===== config.mk =====
export PLATFORM = sky130hd
export DESIGN_NAME = arb_req_buffer_flat
export DESIGN_NICKNAME = d
export VERILOG_FILES = /design/src/rtl/arb_req_buffer_pkg.sv /design/src/rtl/arb_req_buffer_if.sv /design/src/rtl/arb_req_buffer_req_hold_slot.sv /design/src/rtl/arb_req_buffer.sv /design/src/flat_wrapper.sv
export SDC_FILE = /design/constraint.sdc
export NUM_CORES = 1
export LEC_CHECK = 0
export ABC_AREA = 1
export CORE_AREA = 4 4 248 250
export DETAILED_ROUTE_END_ITERATION = 7
export DIE_AREA = 0 0 252 254
export PLACE_DENSITY = 0.81
export SLEW_MARGIN = 20
export SYNTH_ARGS = -nofsm -noshare
export SYNTH_HDL_FRONTEND = slang
export SYNTH_SLANG_ARGS = --single-unit

===== constraint.sdc =====
create_clock -name clock -period 2.1 [get_ports clock]
set_input_delay 0.525 -clock clock [delete_from_list [all_inputs] [get_ports clock]]
set_output_delay 0.525 -clock clock [all_outputs]
set_load 0.03 [all_outputs]

===== src/rtl/arb_req_buffer_pkg.sv =====
// Shared types and constants for the request buffer that feeds the rotating
// priority selector. The entry struct sets the storage width of every slot,
// so DATA_W / STARVE_LIMIT overrides must be matched by these constants.
`ifndef SD
`define SD
`endif

package arb_req_buffer_pkg;

    localparam int ARB_WIDTH        = 16;
    localparam int ARB_DATA_W       = 32;
    localparam int ARB_STARVE_LIMIT = 15;
    localparam int ARB_AGE_W        = $clog2(ARB_STARVE_LIMIT + 1);

    // Index width for a WIDTH-entry vector; never narrower than one bit.
    function automatic int ARB_SRC_W(input int width);
        return (width > 1) ? $clog2(width) : 1;
    endfunction

    typedef struct packed {
        logic                  valid;
        logic [ARB_DATA_W-1:0] data;
        logic [ARB_AGE_W-1:0]  age;
    } req_entry_t;

endpackage


===== src/rtl/arb_req_buffer_if.sv =====
// Selector handshake (req/en/gnt) and consumer transfer bus of the buffer.
interface arb_req_buffer_if
    import arb_req_buffer_pkg::*;
#(
    parameter int WIDTH  = ARB_WIDTH,
    parameter int DATA_W = ARB_DATA_W
);
    localparam int SRC_W = ARB_SRC_W(WIDTH);

    logic [WIDTH-1:0]  arb_req;
    logic              arb_en;
    logic [WIDTH-1:0]  arb_gnt;
    logic              out_ready;
    logic              out_valid;
    logic [DATA_W-1:0] out_data;
    logic [SRC_W-1:0]  out_src;

    // Buffer side
    modport master (
        output arb_req, arb_en, out_valid, out_data, out_src,
        input  arb_gnt, out_ready
    );

    // Selector / consumer side
    modport slave (
        input  arb_req, arb_en, out_valid, out_data, out_src,
        output arb_gnt, out_ready
    );
endinterface


===== src/rtl/arb_req_buffer_req_hold_slot.sv =====
// One pending-request entry: valid/data/age registers, push-over-take
// priority and the starvation compare.
module req_hold_slot
    import arb_req_buffer_pkg::*;
#(
    parameter int DATA_W       = ARB_DATA_W,
    parameter int STARVE_LIMIT = ARB_STARVE_LIMIT
) (
    input  logic              clock,
    input  logic              reset,
    input  logic              push_i,
    input  logic [DATA_W-1:0] data_i,
    input  logic              gnt_i,
    input  logic              en_i,
    output logic              valid_o,
    output logic [DATA_W-1:0] data_o,
    output logic              take_o,
    output logic              ready_o,
    output logic              starve_o
);
    localparam logic [ARB_AGE_W-1:0] AGE_MAX = ARB_AGE_W'(STARVE_LIMIT);

    req_entry_t entry_q, entry_d;
    logic       take;
    logic       load;

    // A grant only counts on a live entry while the selector is enabled.
    assign take     = gnt_i & en_i & entry_q.valid;
    assign ready_o  = ~entry_q.valid | take;
    assign load     = push_i & ready_o;
    assign take_o   = take;
    assign valid_o  = entry_q.valid;
    assign data_o   = entry_q.data;
    assign starve_o = entry_q.valid & (entry_q.age == AGE_MAX);

    // Next entry state: a load (including reload on take) wins over retire,
    // otherwise a waiting entry ages up to the saturation point.
    always_comb begin
        entry_d = entry_q;
        if (load) begin
            entry_d.valid = 1'b1;
            entry_d.data  = data_i;
            entry_d.age   = '0;
        end else if (take) begin
            entry_d.valid = 1'b0;
            entry_d.age   = '0;
        end else if (entry_q.valid && (entry_q.age != AGE_MAX)) begin
            entry_d.age = entry_q.age + ARB_AGE_W'(1);
        end
    end

    // Entry register with synchronous clear.
    always_ff @(posedge clock) begin
        if (reset) entry_q <= `SD '0;
        else       entry_q <= `SD entry_d;
    end

endmodule


===== src/rtl/arb_req_buffer.sv =====
// Requester-side buffer for the rotating priority selector: one entry per
// source, retires the granted entry and emits its payload as a registered
// single-cycle transfer.
module arb_req_buffer
    import arb_req_buffer_pkg::*;
#(
    parameter int WIDTH        = ARB_WIDTH,
    parameter int DATA_W       = ARB_DATA_W,
    parameter int STARVE_LIMIT = ARB_STARVE_LIMIT
) (
    input  logic                    clock,
    input  logic                    reset,
    input  logic [WIDTH-1:0]        push,
    input  logic [WIDTH*DATA_W-1:0] push_data,
    output logic [WIDTH-1:0]        ready,
    output logic [WIDTH-1:0]        starve,
    output logic                    starve_any,
    arb_req_buffer_if.master        bus
);
    localparam int SRC_W = ARB_SRC_W(WIDTH);

    logic [WIDTH-1:0]             valid;
    logic [WIDTH-1:0]             take;
    logic [WIDTH-1:0][DATA_W-1:0] slot_data;
    logic [DATA_W-1:0]            sel_data;
    logic [SRC_W-1:0]             sel_src;
    logic                         out_valid_q;
    logic [DATA_W-1:0]            out_data_q;
    logic [SRC_W-1:0]             out_src_q;

    // Entries only retire when the consumer can accept the transfer.
    assign bus.arb_en = bus.out_ready;

    for (genvar g = 0; g < WIDTH; g++) begin : g_slot
        req_hold_slot #(
            .DATA_W       (DATA_W),
            .STARVE_LIMIT (STARVE_LIMIT)
        ) u_slot (
            .clock    (clock),
            .reset    (reset),
            .push_i   (push[g]),
            .data_i   (push_data[g*DATA_W +: DATA_W]),
            .gnt_i    (bus.arb_gnt[g]),
            .en_i     (bus.arb_en),
            .valid_o  (valid[g]),
            .data_o   (slot_data[g]),
            .take_o   (take[g]),
            .ready_o  (ready[g]),
            .starve_o (starve[g])
        );
    end

    assign bus.arb_req = valid;
    assign starve_any  = |starve;

    // One-hot AND-OR payload mux and index encoder; take has at most one bit.
    always_comb begin
        sel_data = '0;
        sel_src  = '0;
        for (int i = 0; i < WIDTH; i++) begin
            sel_data = sel_data | (slot_data[i] & {DATA_W{take[i]}});
            sel_src  = sel_src  | (SRC_W'(i)    & {SRC_W{take[i]}});
        end
    end

    // Transfer register: pulse valid on a take, hold payload/index otherwise.
    always_ff @(posedge clock) begin
        if (reset) begin
            out_valid_q <= `SD 1'b0;
            out_data_q  <= `SD '0;
            out_src_q   <= `SD '0;
        end else begin
            out_valid_q <= `SD |take;
            if (|take) begin
                out_data_q <= `SD sel_data;
                out_src_q  <= `SD sel_src;
            end
        end
    end

    assign bus.out_valid = out_valid_q;
    assign bus.out_data  = out_data_q;
    assign bus.out_src   = out_src_q;

    // The selector must never grant more than one source per cycle.
    always @(posedge clock) begin
        if (!reset) begin
            assert ($onehot0(bus.arb_gnt))
            else $error("arb_gnt is not one-hot or zero: %b", bus.arb_gnt);
        end
    end

endmodule


===== src/flat_wrapper.sv =====
// flat-port wrapper written by rule: the top's interface ports become plain ports
module arb_req_buffer_flat import arb_req_buffer_pkg::*;
#(
    parameter int WIDTH        = ARB_WIDTH,
    parameter int DATA_W       = ARB_DATA_W,
    parameter int STARVE_LIMIT = ARB_STARVE_LIMIT
)
  (clock, reset, push, push_data, ready, starve, starve_any, bus_arb_req, bus_arb_en, bus_out_valid, bus_out_data, bus_out_src, bus_arb_gnt, bus_out_ready);
  arb_req_buffer_if #(.WIDTH(WIDTH), .DATA_W(DATA_W)) bus_i ();
  input  logic clock;
  input  logic reset;
  input  logic [WIDTH-1:0] push;
  input  logic [WIDTH*DATA_W-1:0] push_data;
  output logic [WIDTH-1:0] ready;
  output logic [WIDTH-1:0] starve;
  output logic starve_any;
  output wire logic [$bits(bus_i.arb_req)-1:0] bus_arb_req;
  output wire logic [$bits(bus_i.arb_en)-1:0] bus_arb_en;
  output wire logic [$bits(bus_i.out_valid)-1:0] bus_out_valid;
  output wire logic [$bits(bus_i.out_data)-1:0] bus_out_data;
  output wire logic [$bits(bus_i.out_src)-1:0] bus_out_src;
  input wire logic [$bits(bus_i.arb_gnt)-1:0] bus_arb_gnt;
  input wire logic [$bits(bus_i.out_ready)-1:0] bus_out_ready;
  assign bus_arb_req = bus_i.arb_req;
  assign bus_arb_en = bus_i.arb_en;
  assign bus_out_valid = bus_i.out_valid;
  assign bus_out_data = bus_i.out_data;
  assign bus_out_src = bus_i.out_src;
  assign bus_i.arb_gnt = bus_arb_gnt;
  assign bus_i.out_ready = bus_out_ready;
  arb_req_buffer #(.WIDTH(WIDTH), .DATA_W(DATA_W), .STARVE_LIMIT(STARVE_LIMIT)) u_core (.clock(clock), .reset(reset), .push(push), .push_data(push_data), .ready(ready), .starve(starve), .starve_any(starve_any), .bus(bus_i));
endmodule

==> results list <==
- Once layout is complete, the utilization of the core stands at 69.8%.
- Data arrival time of the critical path: 2010 ps
* Initial standard-cell utilization of the core: 47.7%
- Summing all placed instances gives a cell area of 0.0370 mm^2.
* Number of clock sinks: 629
* Via count: 32,500
- The first global-routing pass estimated 178 mm of wire.
* CP max stage delay: 360 ps
- The tightest min-delay check is of the in2reg type.
- The most critical setup path has its startpoint at u_core.g_slot[12].u_slot.entry_q[0]$_SDFFE_PP0P_.
- Cell area after layout: 0.0412 mm^2
- Worst Hold Depth: 4
* Ranking of synthesized cells by area: sky130_fd_sc_hd__dfxtp_1 (45%), sky130_fd_sc_hd__nor2_1 (15%), sky130_fd_sc_hd__o21ai_0 (11%)
- The critical path in this run is classified as reg2out.
- The largest total area in the synthesized netlist belongs to sky130_fd_sc_hd__dfxtp_1.
* Standard-cell rows: 89
- The hold violation count in the final report was 0.
* Cts hold-fix bufs: 0
* Share of Yosys cell area claimed by the top area cell type: 44.7%
- Of the available clock period, the critical path in the final layout requires 121%.
* Cell at the slowest stage of the critical path: sky130_fd_sc_hd__dfxtp_4
- Kind of end point of the critical path: output pin
- Remaining routing DRC violations: 8
- Using the TritonRoute via totals, the vias-per-cell ratio works out to 5.79.
- Count of TritonRoute iterations in the first routing pass: 8
- The filler cells instantiated in the layout total 4,586.
- Overall overflow remaining after global route: 0
- Share of synthesized area occupied by flip-flops and latches: 44.7%
- Average footprint of a synthesized cell: 7.01 um^2
* Via count of the first global-routing pass: 30,800
* Failing checks: DRC, setup timing
- In this run the worst path has a maximum fanout of 4.
* Worst VDD drop: 0.000701 V
- Final slew viol count: 0
- In this run the critical register-to-register path is launched from u_core.g_slot[13].u_slot.valid_o$_SDFFE_PP0P_.
- Registers take 0.0127 mm^2.
- Cells after synthesis: 4,017
- After clock tree synthesis, the clock-pin slew on the worst setup and hold paths is 60 ps.
- Worst-case reg-to-reg path depth: 8
- The number of nets handed over by synthesis was 4,580.
* Largest net degree at the start of global routing: 108
* Post-synthesis cell area: 0.0282 mm^2
* Worst-case headroom to the max-slew limit: 36.6%
- At the end of routability-driven placement, the weighted congestion stood at 0.954.
* Die width: 252 um
- Once detailed placement completed, the half-perimeter wirelength came to 90.6 mm.
- Post-detailed-routing wire length: 123 mm
- Most common library cell in the layout ignoring fill and taps: sky130_fd_sc_hd__nor2_1
- Nets: 5,331
- Netlist cell types: 28
- Setup violations remaining at the end of the flow were counted as 13.
* Routed len/inst: 22.0 um
- Number of top-level pins: 634
- The region available for standard cell placement spans 0.0590 mm^2.
- Worst-Skew Late Latency: 620 ps
- The tightest hold path in the finished design has a slack of 338 ps.
* Shortest clock period the worst path allows after layout: 2540 ps
- The analysis attributes to cell leakage a power of 17.6 nW.
- The signal on the critical path passes through ha_4, nand3_4, nor2_4, nor4_4, buf_4, nand3_4, buf_12.
* Cell repeated most along the worst path: sky130_fd_sc_hd__nand3_4
* Maxcap violations: 0
- After routing, the total negative slack on setup checks comes to -1060 ps.
* Area used by multi-input combinational logic: 0.0139 mm^2
- Total of flip-flops plus latches after synthesis: 629
- Die Y-Extent: 254 um
* Area enclosed by the die boundary: 0.0640 mm^2
- Initial antenna violation count: 13
- Count of nets left with antenna violations after detail routing: 0
- Buffers placed on the I/O ports in this run total 633.
- The worst setup path is launched from a flop.
* Critical path data required time: 1570 ps
* Actual transition at the worst max-transition pin: 951 ps
- Library cell used as clock root buffer: sky130_fd_sc_hd__clkbuf_16
- For this run, the number of Yosys warnings is 0.
* Leading cell types in the layout, fill and taps excluded: sky130_fd_sc_hd__nor2_1 (1,112), sky130_fd_sc_hd__o21ai_0 (602), sky130_fd_sc_hd__dfxtp_1 (584)
* Number of DRC violations after detailed-routing iteration 0: 3,801
* GRT Overall Usage: 36.1%
- The area growth from synthesis to layout is 46.2%.
* Pwr dens: 804 mW/mm^2
- Post-route setup slack: -435 ps
- Counting along the longest clock path gives a buffer depth of 3.
* Outcome: finished, violations left
- Buffers inserted during clock tree synthesis total 70.
* Max Fclk: 394 MHz
* Worst Clk Skew: 28.9 ps
- Setup repair after global routing could not meet its margin everywhere.
* Share of post-route cells with drive strength above 1: 15.5%
* Worst Min Path Start: reset
* CTS tree: done
* Number of levels in the clock H-tree: 3
-- critical path, delay by kind of cell (launching register included) --
kind	cells	cell delay, ps
and+or+nand+nor	4	510
DFF	1	360
adders and majority gates	1	170
buffers and inverters	2	360
-- registers in the layout, indices dropped and copies added (netlist names) --
| signal | count |
|---|---|
| u_core.g_slot.u_slot.data_o | 512 |
| u_core.g_slot.u_slot.entry_q | 64 |
| u_core.bus.out_data | 32 |
| u_core.g_slot.u_slot.valid_o | 16 |
| u_core.bus.out_src | 4 |
| u_core.bus.out_valid | 1 |
-- layer usage --
metal  global-route usage [%]  up-vias  part of all wire, %
met5                        0        -                0.011
met4                     21.0        2                  7.1
li1                         -    15000                    -
met1                     44.0    15100                   37
met3                     7.88      440                   10
met2                     59.1     1982                   46
-- path summary, 6_finish.rpt --
kind / end / slack, ps
worst min register to register: u_core.g_slot[13].u_slot.data_o[25]$_SDFFE_PP0P_ / 440
worst min-delay path: u_core.g_slot[15].u_slot.data_o[17]$_SDFFE_PP0P_ / 340
worst max register to register: u_core.bus.out_data[9]$_SDFFE_PP0P_ / 160
worst max-delay path: starve_any / -440
-- metrics by stage --
step | instances | setup WS [ps] | power [W]
floorplan | 4017 | 146 | 0.0163
global placement | 5403 | -347 | 0.0193
detailed placement | 5403 | -342 | 0.0194
CTS | 5587 | -397 | 0.0329
global route | 5610 | -498 | 0.0341
finish | 5610 | -435 | 0.0331
-- Yosys cell counts, drive strengths merged --
cell    count
a21oi     166
a31oi       1
buf       182
clkbuf    203
clkinv      1
dfxtp     629
ha         16
inv       117
nand2     418
nand3      59
nand4     453
nor2     1137
nor3       14
nor3b       1
nor4        2
o21a        1
o21ai     602
or2         6
xnor2       3
xor2        6
-- power breakdown --
part	internal, W	total [W]	switching [W]
sequential	0.0129	0.0135	0.000629
combinational	0.00266	0.00600	0.00334
clock	0.00835	0.0136	0.00522
-- cell families after synthesis --
group                      after synthesis  synth area share, %
adders and majority gates               16                0.711
xor gates and xnor gates                 9                0.280
AOI/OAI and AO/OA                      770                 13.7
DFF                                    629                 44.7
buffers and inverters                  503                 7.95
and+or+nand+nor                       2090                 32.7
-- what timing repair did --
item / CTS / global route
resized for setup: 242 / 36
gates cloned: 7 / 1
endpoints found under the setup margin: 71 / 28
setup buffers: 51 / 23
pin swaps: 34 / 21
-- cell type report --
type / count / share of cell area (%)
antenna: 11 / 0.0669
sequential: 629 / 30.8
clock buffer: 98 / 5.08
multi-input combinational: 2885 / 33.8
timing repair buffer: 1064 / 25.6
tap: 773 / 2.35
clock inverter: 32 / 1.14
inverter: 118 / 1.09
No activity file was read; power rests on OpenSTA's default activity.
